File: src/rtl/fulladder_mux8way.sv
// fulladder_mux8way: registered ripple-carry ALU stage with per-bit 8-way result mux.
// Define SLT_EN to make command 3 a signed set-less-than; otherwise it behaves as SUB.
module fulladder_mux8way #(
    parameter int WIDTH = 32
) (
    input  logic             clk,
    input  logic             reset,
    input  logic             in_valid,
    input  logic [2:0]       command,
    input  logic [WIDTH-1:0] a,
    input  logic [WIDTH-1:0] b,
    output logic             out_valid,
    output logic [WIDTH-1:0] result,
    output logic             carryout,
    output logic             zero,
    output logic             overflow
);
    logic             invtb;
    logic             arith;
    logic             ovf;
    logic [WIDTH-1:0] b1;
    logic [WIDTH-1:0] sum;
    logic [WIDTH-1:0] mux;
    logic [WIDTH-1:0] res;
    logic [WIDTH:0]   c;
    assign invtb = (command == 3'd1) || (command == 3'd3);
    assign arith = (command == 3'd0) || invtb;
    assign b1    = b ^ {WIDTH{invtb}};
    assign c[0]  = invtb;
    assign ovf   = c[WIDTH] ^ c[WIDTH-1];
    genvar i;
    generate
        for (i = 0; i < WIDTH; i++) begin : g_bit
            logic [7:0] sel;
            assign sum[i]   = a[i] ^ b1[i] ^ c[i];
            assign c[i+1]   = (a[i] & b1[i]) | (c[i] & (a[i] ^ b1[i]));
            // Logic ops see the raw b, never the inverted b1.
            assign sel      = {a[i] | b[i], ~(a[i] | b[i]), ~(a[i] & b[i]), a[i] & b[i],
                               sum[i], a[i] ^ b[i], sum[i], sum[i]};
            assign mux[i]   = sel[command];
        end
    endgenerate
`ifdef SLT_EN
    assign res = (command == 3'd3) ? {{(WIDTH-1){1'b0}}, sum[WIDTH-1] ^ ovf} : mux;
`else
    assign res = mux;
`endif
    always_ff @(posedge clk or posedge reset) begin
        if (reset) begin
            out_valid <= 1'b0;
            result    <= '0;
            carryout  <= 1'b0;
            zero      <= 1'b0;
            overflow  <= 1'b0;
        end else begin
            out_valid <= in_valid;
            if (in_valid) begin
                result   <= res;
                carryout <= arith & c[WIDTH];
                zero     <= ~|res;
                overflow <= arith & ovf;
            end
        end
    end
endmodule

File: config.mk
export PLATFORM = sky130hd
export DESIGN_NAME = fulladder_mux8way
export DESIGN_NICKNAME = d
export VERILOG_FILES = /design/src/rtl/fulladder_mux8way.sv
export SDC_FILE = /design/constraint.sdc
export NUM_CORES = 1
export LEC_CHECK = 0
export ABC_AREA = 1
export ABC_CLOCK_PERIOD_IN_PS = 1220
export CORE_ASPECT_RATIO = 1.4
export CORE_UTILIZATION = 45
export DETAILED_ROUTE_END_ITERATION = 10
export GPL_ROUTABILITY_DRIVEN = 0
export PLACE_DENSITY = 0.81
export SYNTH_ARGS = -nofsm -noshare
export SYNTH_HDL_FRONTEND = slang
export SYNTH_SLANG_ARGS = --single-unit
File: constraint.sdc
create_clock -name clk -period 1.22 [get_ports clk]
set_input_delay 0.244 -clock clk [delete_from_list [all_inputs] [get_ports clk]]
set_output_delay 0.244 -clock clk [all_outputs]
set_load 0.02 [all_outputs]
==> impl_results.md, run 1 <==
* Endpoints failing hold at 0
* Routed Antenna Nets at 0
* DR pass1 iterations at 5
* Post-synthesis register bit count at 36
* ANT cells at 0
* Clock buffer count from CTS at 5
* Synth async-reset ratio at 100%
* Failing checks: negative setup slack
* Crit. End Element: register
* DR vias at 5406
* Clk_lat worst skew at 0.28 ns
* Fin crit share at 1060%
* Worst hold-check path type: primary input to asynchronous set/reset pin
* Minimum clock period at 12.94 ns
* Crit path max-delay family: adder cells
* Post-layout nets at 1115
* Maximum root-to-sink buffer count at 2
* Most numerous cell in the Yosys netlist: nand2_1
* Register area share after synthesis at 17.8%
* DRT Wirelength at 14.8 mm
* Post-synth top area share at 19.4%
* WP buf/inv at 5
* Die height at 127 um
* Max Cap Viol at 0
* Vias/cell at 4.95
* Status: complete, but fails checks
* Nature of the critical path startpoint: primary input
* Layout area overhead at 48.9%
* Grt total ovfl at 0
* Die W at 91.6 um
* Per-cell routed wire length at 13.5 um
* Fin Setup TNS at -216.88 ns
* RSZ-0062 raised after global routing: true
* Max stage delay on crit path at 0.51 ns
* Setup ws final at -11.72 ns
* Largest net degree at the start of global routing at 39
* FMAX at 77.3 MHz
* Placed Cells at 1075
* Post-synth EDFFs at 0
* Worst setup path class: primary input to register
* Final Max Slew Viols at 0
* Least-Margin Pin Slew at 0.479 ns
* CTS sink cnt at 36
* Average size of a mapped cell at 6.77 um^2
* DR iter-0 viols at 243
* Site row count at 45
* Syn Nets at 913
* Clock Tree Root: clkbuf_16
* CTS H-Tree Depth at 2
* CTS tree: yes
* Cell mode on critical path: fa_2
* Leakage power at 0.00407 uW
* Crit path max fanout at 3
* Die area at 11700 um^2
* Slew headroom at 68.1%
* VDD IR max at 0.539 mV
* Mapped Area at 5060 um^2
* Most frequent cells after synthesis: 262 x nand2_1, 119 x inv_1, 90 x nand3_1, 64 x ha_1, 36 x dfrtp_1
* Share of layout cells above drive strength 1 at 26.1%
* Final setup fails at 35
* Top FF cell, synth: dfrtp_1
* Area leader, netlist: nand2_1
* Final Core Density at 69.0%
* Fill cells at 880
* DRC violations left at 0
* Power Dens Cells at 851 nW/um^2
* Synth top area cells: nand2_1 19%, dfrtp_1 18%, ha_1 16%
* GRT Util Overall at 25.8%
* Vias in the first global route at 5228
* Number of placed I/O pins at 106
* CTS clk-pin slew, worst paths at 0.05 ns
* Slowest-stage cell, CP: fa_1
* First-pass GRT wire length at 23.9 mm
* Worst EP arrival at 13.16 ns
* IO Port Bufs at 105
* Initial Util at 46.3%
* CP required at 1.44 ns
* Synth warn at 0
* Clk_skew at 0 ns
* Netlist cell types at 26
* Cells after Synth at 748
* Initial antenna violation count at 0
* Final cell count without fillers at 1092
* Hpwl dp at 11.1 mm
* Core Area at 10900 um^2
metrics by stage:
step                worst slack, ns  total power, uW  instance area, um^2  hold WS (ns)
detailed placement           -12.42             4750                 7120         0.477
global route                 -12.11             6850                 7540         0.338
global placement             -12.18             4620                 7120         0.470
floorplan                    -11.70             3240                 5180         0.275
finish                       -11.72             6410                 7540         0.303
CTS                          -11.72             6370                 7510         0.311
what timing repair did:
action	CTS	global route
resized for setup	163	48
setup buffers	7	3
cloned	2	0
endpoints found under the setup margin	71	52
hold buffers	0	0
pin swaps	22	21
kinds of logic (layout without fill, tap and decap cells):
logic type / Yosys count / after routing / share of synthesized area, %
buf+inv: 165 / 368 / 13.5
fa+ha+maj: 95 / 95 / 28.1
flops: 36 / 36 / 17.8
compound gates: 46 / 46 / 4.75
simple gates: 374 / 374 / 30.4
xor+xnor: 32 / 32 / 5.54
sequential cells by signal, summed over array words and instances, names as in the netlist:
signal     cells
out_valid      1
overflow       1
result        32
carryout       1
zero           1
tightest hold or removal path: stages:
cell,delay (ns)
clkdlybuf4s50_1,0.39
inv_1,0.09
buf_12,0.21
cells in the final DEF, fill, tap and decap left out, types with 23 or more instances in the layout:
cell type and instances:
nand3_1 88, o21ai_1 23, buf_6 25, buf_4 94, dfrtp_1 36, ha_1 63, fa_2 30, nand2_1 245
xor2_1 30, inv_1 94, inv_2 30, clkdlybuf4s15_1 25, clkdlybuf4s50_1 62
metal layers:
metal | track usage (%) | up-vias | wire length, um
li1 | - | 2688 | -
met1 | 29.6 | 2502 | 5830
met2 | 47.3 | 179 | 7730
met3 | 2.26 | 37 | 671
met4 | 13.3 | 0 | 521
met5 | 0 | - | 0
final cells by class:
type	count	area [um^2]	area share (%)
repair buffers	231	2100	27.9
well taps	141	176	2.34
clock inverters	1	30.0	0.398
flip-flops and latches	36	901	12.0
inverters	129	502	6.66
multi-input cells	547	3670	48.8
clock buffers	7	153	2.03
power by group:
part,switching (uW),internal [uW]
clock,465,1070
sequential,106,1380
combinational,1780,1600
final timing paths:
path	from	to	slack [ns]	cells after the start
max	command[2]	zero$_DFFE_PP0P_	-11.72	48
min	reset	result[15]$_DFFE_PP0P_	0.30	3
max reg2reg	result[19]$_DFFE_PP0P_	result[19]$_DFFE_PP0P_	0.56	2
min reg2reg	result[17]$_DFFE_PP0P_	result[17]$_DFFE_PP0P_	0.49	2
max in group asynchronous	reset	result[1]$_DFFE_PP0P_	0.73	3
min in group clk	result[17]$_DFFE_PP0P_	result[17]$_DFFE_PP0P_	0.49	2
(Power assumes the default switching activity.)
==> run 2, diff against run 1 <==
SETUP_SLACK_MARGIN = 0.05   (was not set)
==> run 2 against run 1 <==
The run still ends with negative setup slack left. Critical path depth is the same. First-iteration DRC count grew 9.9%. Hold slack gained 0.0011 ns. Flip-flop and latch count is the same. Cell count is the same. Cell area shrank 1.3%. Die area is the same. Global-route usage is the same. Via count shrank 0.20%. Sequential power is essentially flat. Critical path type unchanged. Largest cell class unchanged.
==> impl_results.md, run 2 (same netlist as run 1, synthesis figures left out) <==
* Status: complete, but fails checks (unchanged)
* ANT cells at 0 (unchanged)
* CP required at 1.44 ns (about the same)
* Die area at 11700 um^2 (unchanged)
* Power Dens Cells at 855 nW/um^2 (was 851 nW/um^2)
* Placed Cells at 1075 (unchanged)
* Worst reg2reg path depth at 2 (unchanged)
* Worst hold slack at 0.304 ns (was 0.303 ns)
* Final Max Slew Viols at 0 (unchanged)
* GRT Util Overall at 25.8% (unchanged)
* GRT busiest layer: met2 (unchanged)
* VDD IR max at 0.534 mV (was 0.539 mV)
* Vias/cell at 4.94 (was 4.95)
* Core Area at 10900 um^2 (unchanged)
* Die height at 127 um (unchanged)
* Clk_lat worst skew at 0.28 ns (about the same)
* Met1 Use GR at 29.6% (about the same)
* Clock Tree Root: clkbuf_16 (unchanged)
* Clk_skew at 0 ns (unchanged)
* Commonest non-fill, non-tap cell in the layout: nand2_1 (unchanged)
* DR iter-0 viols at 267 (was 243)
* Final setup fails at 35 (unchanged)
* Worst hold-check path type: primary input to asynchronous set/reset pin (unchanged)
* DRT Wirelength at 14.7 mm (was 14.8 mm)
* Clock buffer count from CTS at 5 (unchanged)
* First-pass GRT wire length at 23.9 mm (about the same)
* Commonest non-fill, non-tap cells in the layout: 245 x nand2_1, 94 x inv_1, 94 x buf_4 (unchanged)
* Final cell count without fillers at 1092 (unchanged)
* Fin crit share at 1060% (about the same)
* Failing checks: negative setup slack (unchanged)
* CTS sink cnt at 36 (unchanged)
* Minimum clock period at 12.93 ns (was 12.94 ns)
* Hpwl dp at 11.1 mm (unchanged)
* Routed Antenna Nets at 0 (unchanged)
* Number of placed I/O pins at 106 (unchanged)
* Max reg flops at 32 (unchanged)
* Least-Margin Pin Slew at 0.479 ns (about the same)
* RSZ-0062 raised after global routing: true (unchanged)
* Layout area overhead at 46.9% (was 48.9%)
* CTS tree: yes (unchanged)
* Worst setup path class: primary input to register (unchanged)
* Post-layout nets at 1115 (unchanged)
* IO Port Bufs at 105 (unchanged)
* Per-cell routed wire length at 13.5 um (about the same)
* Die W at 91.6 um (unchanged)
* Reg-to-reg startpoint: result[19]$_DFFE_PP0P_ (unchanged)
* Fin Setup TNS at -216.72 ns (was -216.88 ns)
* Leakage power at 0.00407 uW (about the same)
* Share of layout cells above drive strength 1 at 28.7% (was 26.1%)
* Met3 usage at 2.38% (was 2.26%)
* Initial Util at 46.3% (unchanged)
* Worst EP arrival at 13.15 ns (was 13.16 ns)
* Max Cap Viol at 0 (unchanged)
* Nature of the critical path startpoint: primary input (unchanged)
* CTS clk-pin slew, worst paths at 0.05 ns (about the same)
* Place WS at -12.42 ns (unchanged)
* Crit. End Element: register (unchanged)
* R2r endpoint: result[19]$_DFFE_PP0P_ (unchanged)
* Setup ws final at -11.71 ns (was -11.72 ns)
* DRC violations left at 0 (unchanged)
* Largest net degree at the start of global routing at 39 (unchanged)
* Cell mode on critical path: fa_2 (unchanged)
* Maximum root-to-sink buffer count at 2 (unchanged)
* Slew headroom at 68.1% (unchanged)
* DR pass1 iterations at 5 (unchanged)
* Max stage delay on crit path at 0.51 ns (about the same)
* Grt total ovfl at 0 (unchanged)
* Crit path max fanout at 3 (unchanged)
* Endpoints failing hold at 0 (unchanged)
* CTS H-Tree Depth at 2 (unchanged)
* Initial antenna violation count at 0 (unchanged)
* GRT met2 Usage at 47.3% (about the same)
* Reg2reg setup slack at 0.56 ns (about the same)
* Vias in the first global route at 5221 (was 5228)
* FMAX at 77.4 MHz (was 77.3 MHz)
* Top reg by flops: result (unchanged)
* DR vias at 5395 (was 5406)
* Fill cells at 893 (was 880)
* Slowest-stage cell, CP: fa_1 (unchanged)
* Site row count at 45 (unchanged)
[run 2: cell types whose count changed in the layout (fill, tap and decap cells not counted)]
| cell | previous run | this run |
|---|---|---|
| clkbuf_2 | 10 | 0 |
| buf_2 | 5 | 36 |
| clkdlybuf4s15_2 | 0 | 4 |
| dlygate4sd2_1 | 2 | 1 |
| clkdlybuf4s15_1 | 25 | 1 |
[run 2: timing repair]
action	in CTS	in global routing
resized for setup	217	51
hold buffers	0	0
buffers inserted	7	3
pin swaps	22	21
endpoints found under the setup margin	71	55
gates cloned	2	0
[run 2: final cells by class]
type	instances	area, um^2	area share (%)
Multi-Input combinational cell	547	3670	49.4
Timing Repair Buffer	231	2000	26.9
Sequential cell	36	901	12.1
Inverter	129	502	6.75
Tap cell	141	176	2.37
Clock buffer	7	153	2.05
Clock inverter	1	30.0	0.404
[run 2: how the worst max path moves through the flow]
| stage | start | end | slack [ns] | cells past startpoint |
|---|---|---|---|---|
| 2_1_floorplan | command[0] | zero$_DFFE_PP0P_ | -11.70 | 49 |
| 3_3_place_gp | command[0] | zero$_DFFE_PP0P_ | -12.18 | 47 |
| 3_5_place_dp | command[0] | zero$_DFFE_PP0P_ | -12.42 | 47 |
| 4_1_cts | command[2] | zero$_DFFE_PP0P_ | -11.72 | 48 |
| 5_1_grt | command[2] | zero$_DFFE_PP0P_ | -12.11 | 48 |
| 6_report | command[2] | zero$_DFFE_PP0P_ | -11.71 | 48 |
[run 2: critical path, delay by kind of cell]
kind	cells	cell delay (ns)
adders and majority gates	31	11.83
AOI/OAI and AO/OA	1	0.07
and+or+nand+nor	11	0.67
buffers and inverters	5	0.31
[run 2: layer usage]
layer  vias up  part of all wire, %
li1       2684                    -
met1      2487                   39
met2       180                   52
met3        44                  5.0
met4         0                  3.6
met5         -                    0
[run 2: where the power goes]
group          switching, uW  total, uW  internal [uW]
Sequential               100       1480           1380
Combinational           1780       3340           1560
Clock                    469       1540           1070
[run 2: through the flow]
stage	total power (uW)	utilization [%]	area, um^2
2_1_floorplan	3240	-	5180
3_3_place_gp	4620	65.2	7120
3_5_place_dp	4750	65.2	7120
4_1_cts	6380	68.6	7490
5_1_grt	6800	68.1	7440
6_report	6360	68.1	7440
==> run 3, diff against run 2 <==
SLEW_MARGIN = 5   (was not set)
==> results of run 3 <==
Same layout as run 2: the final DEF is identical, and so are final timing and power.
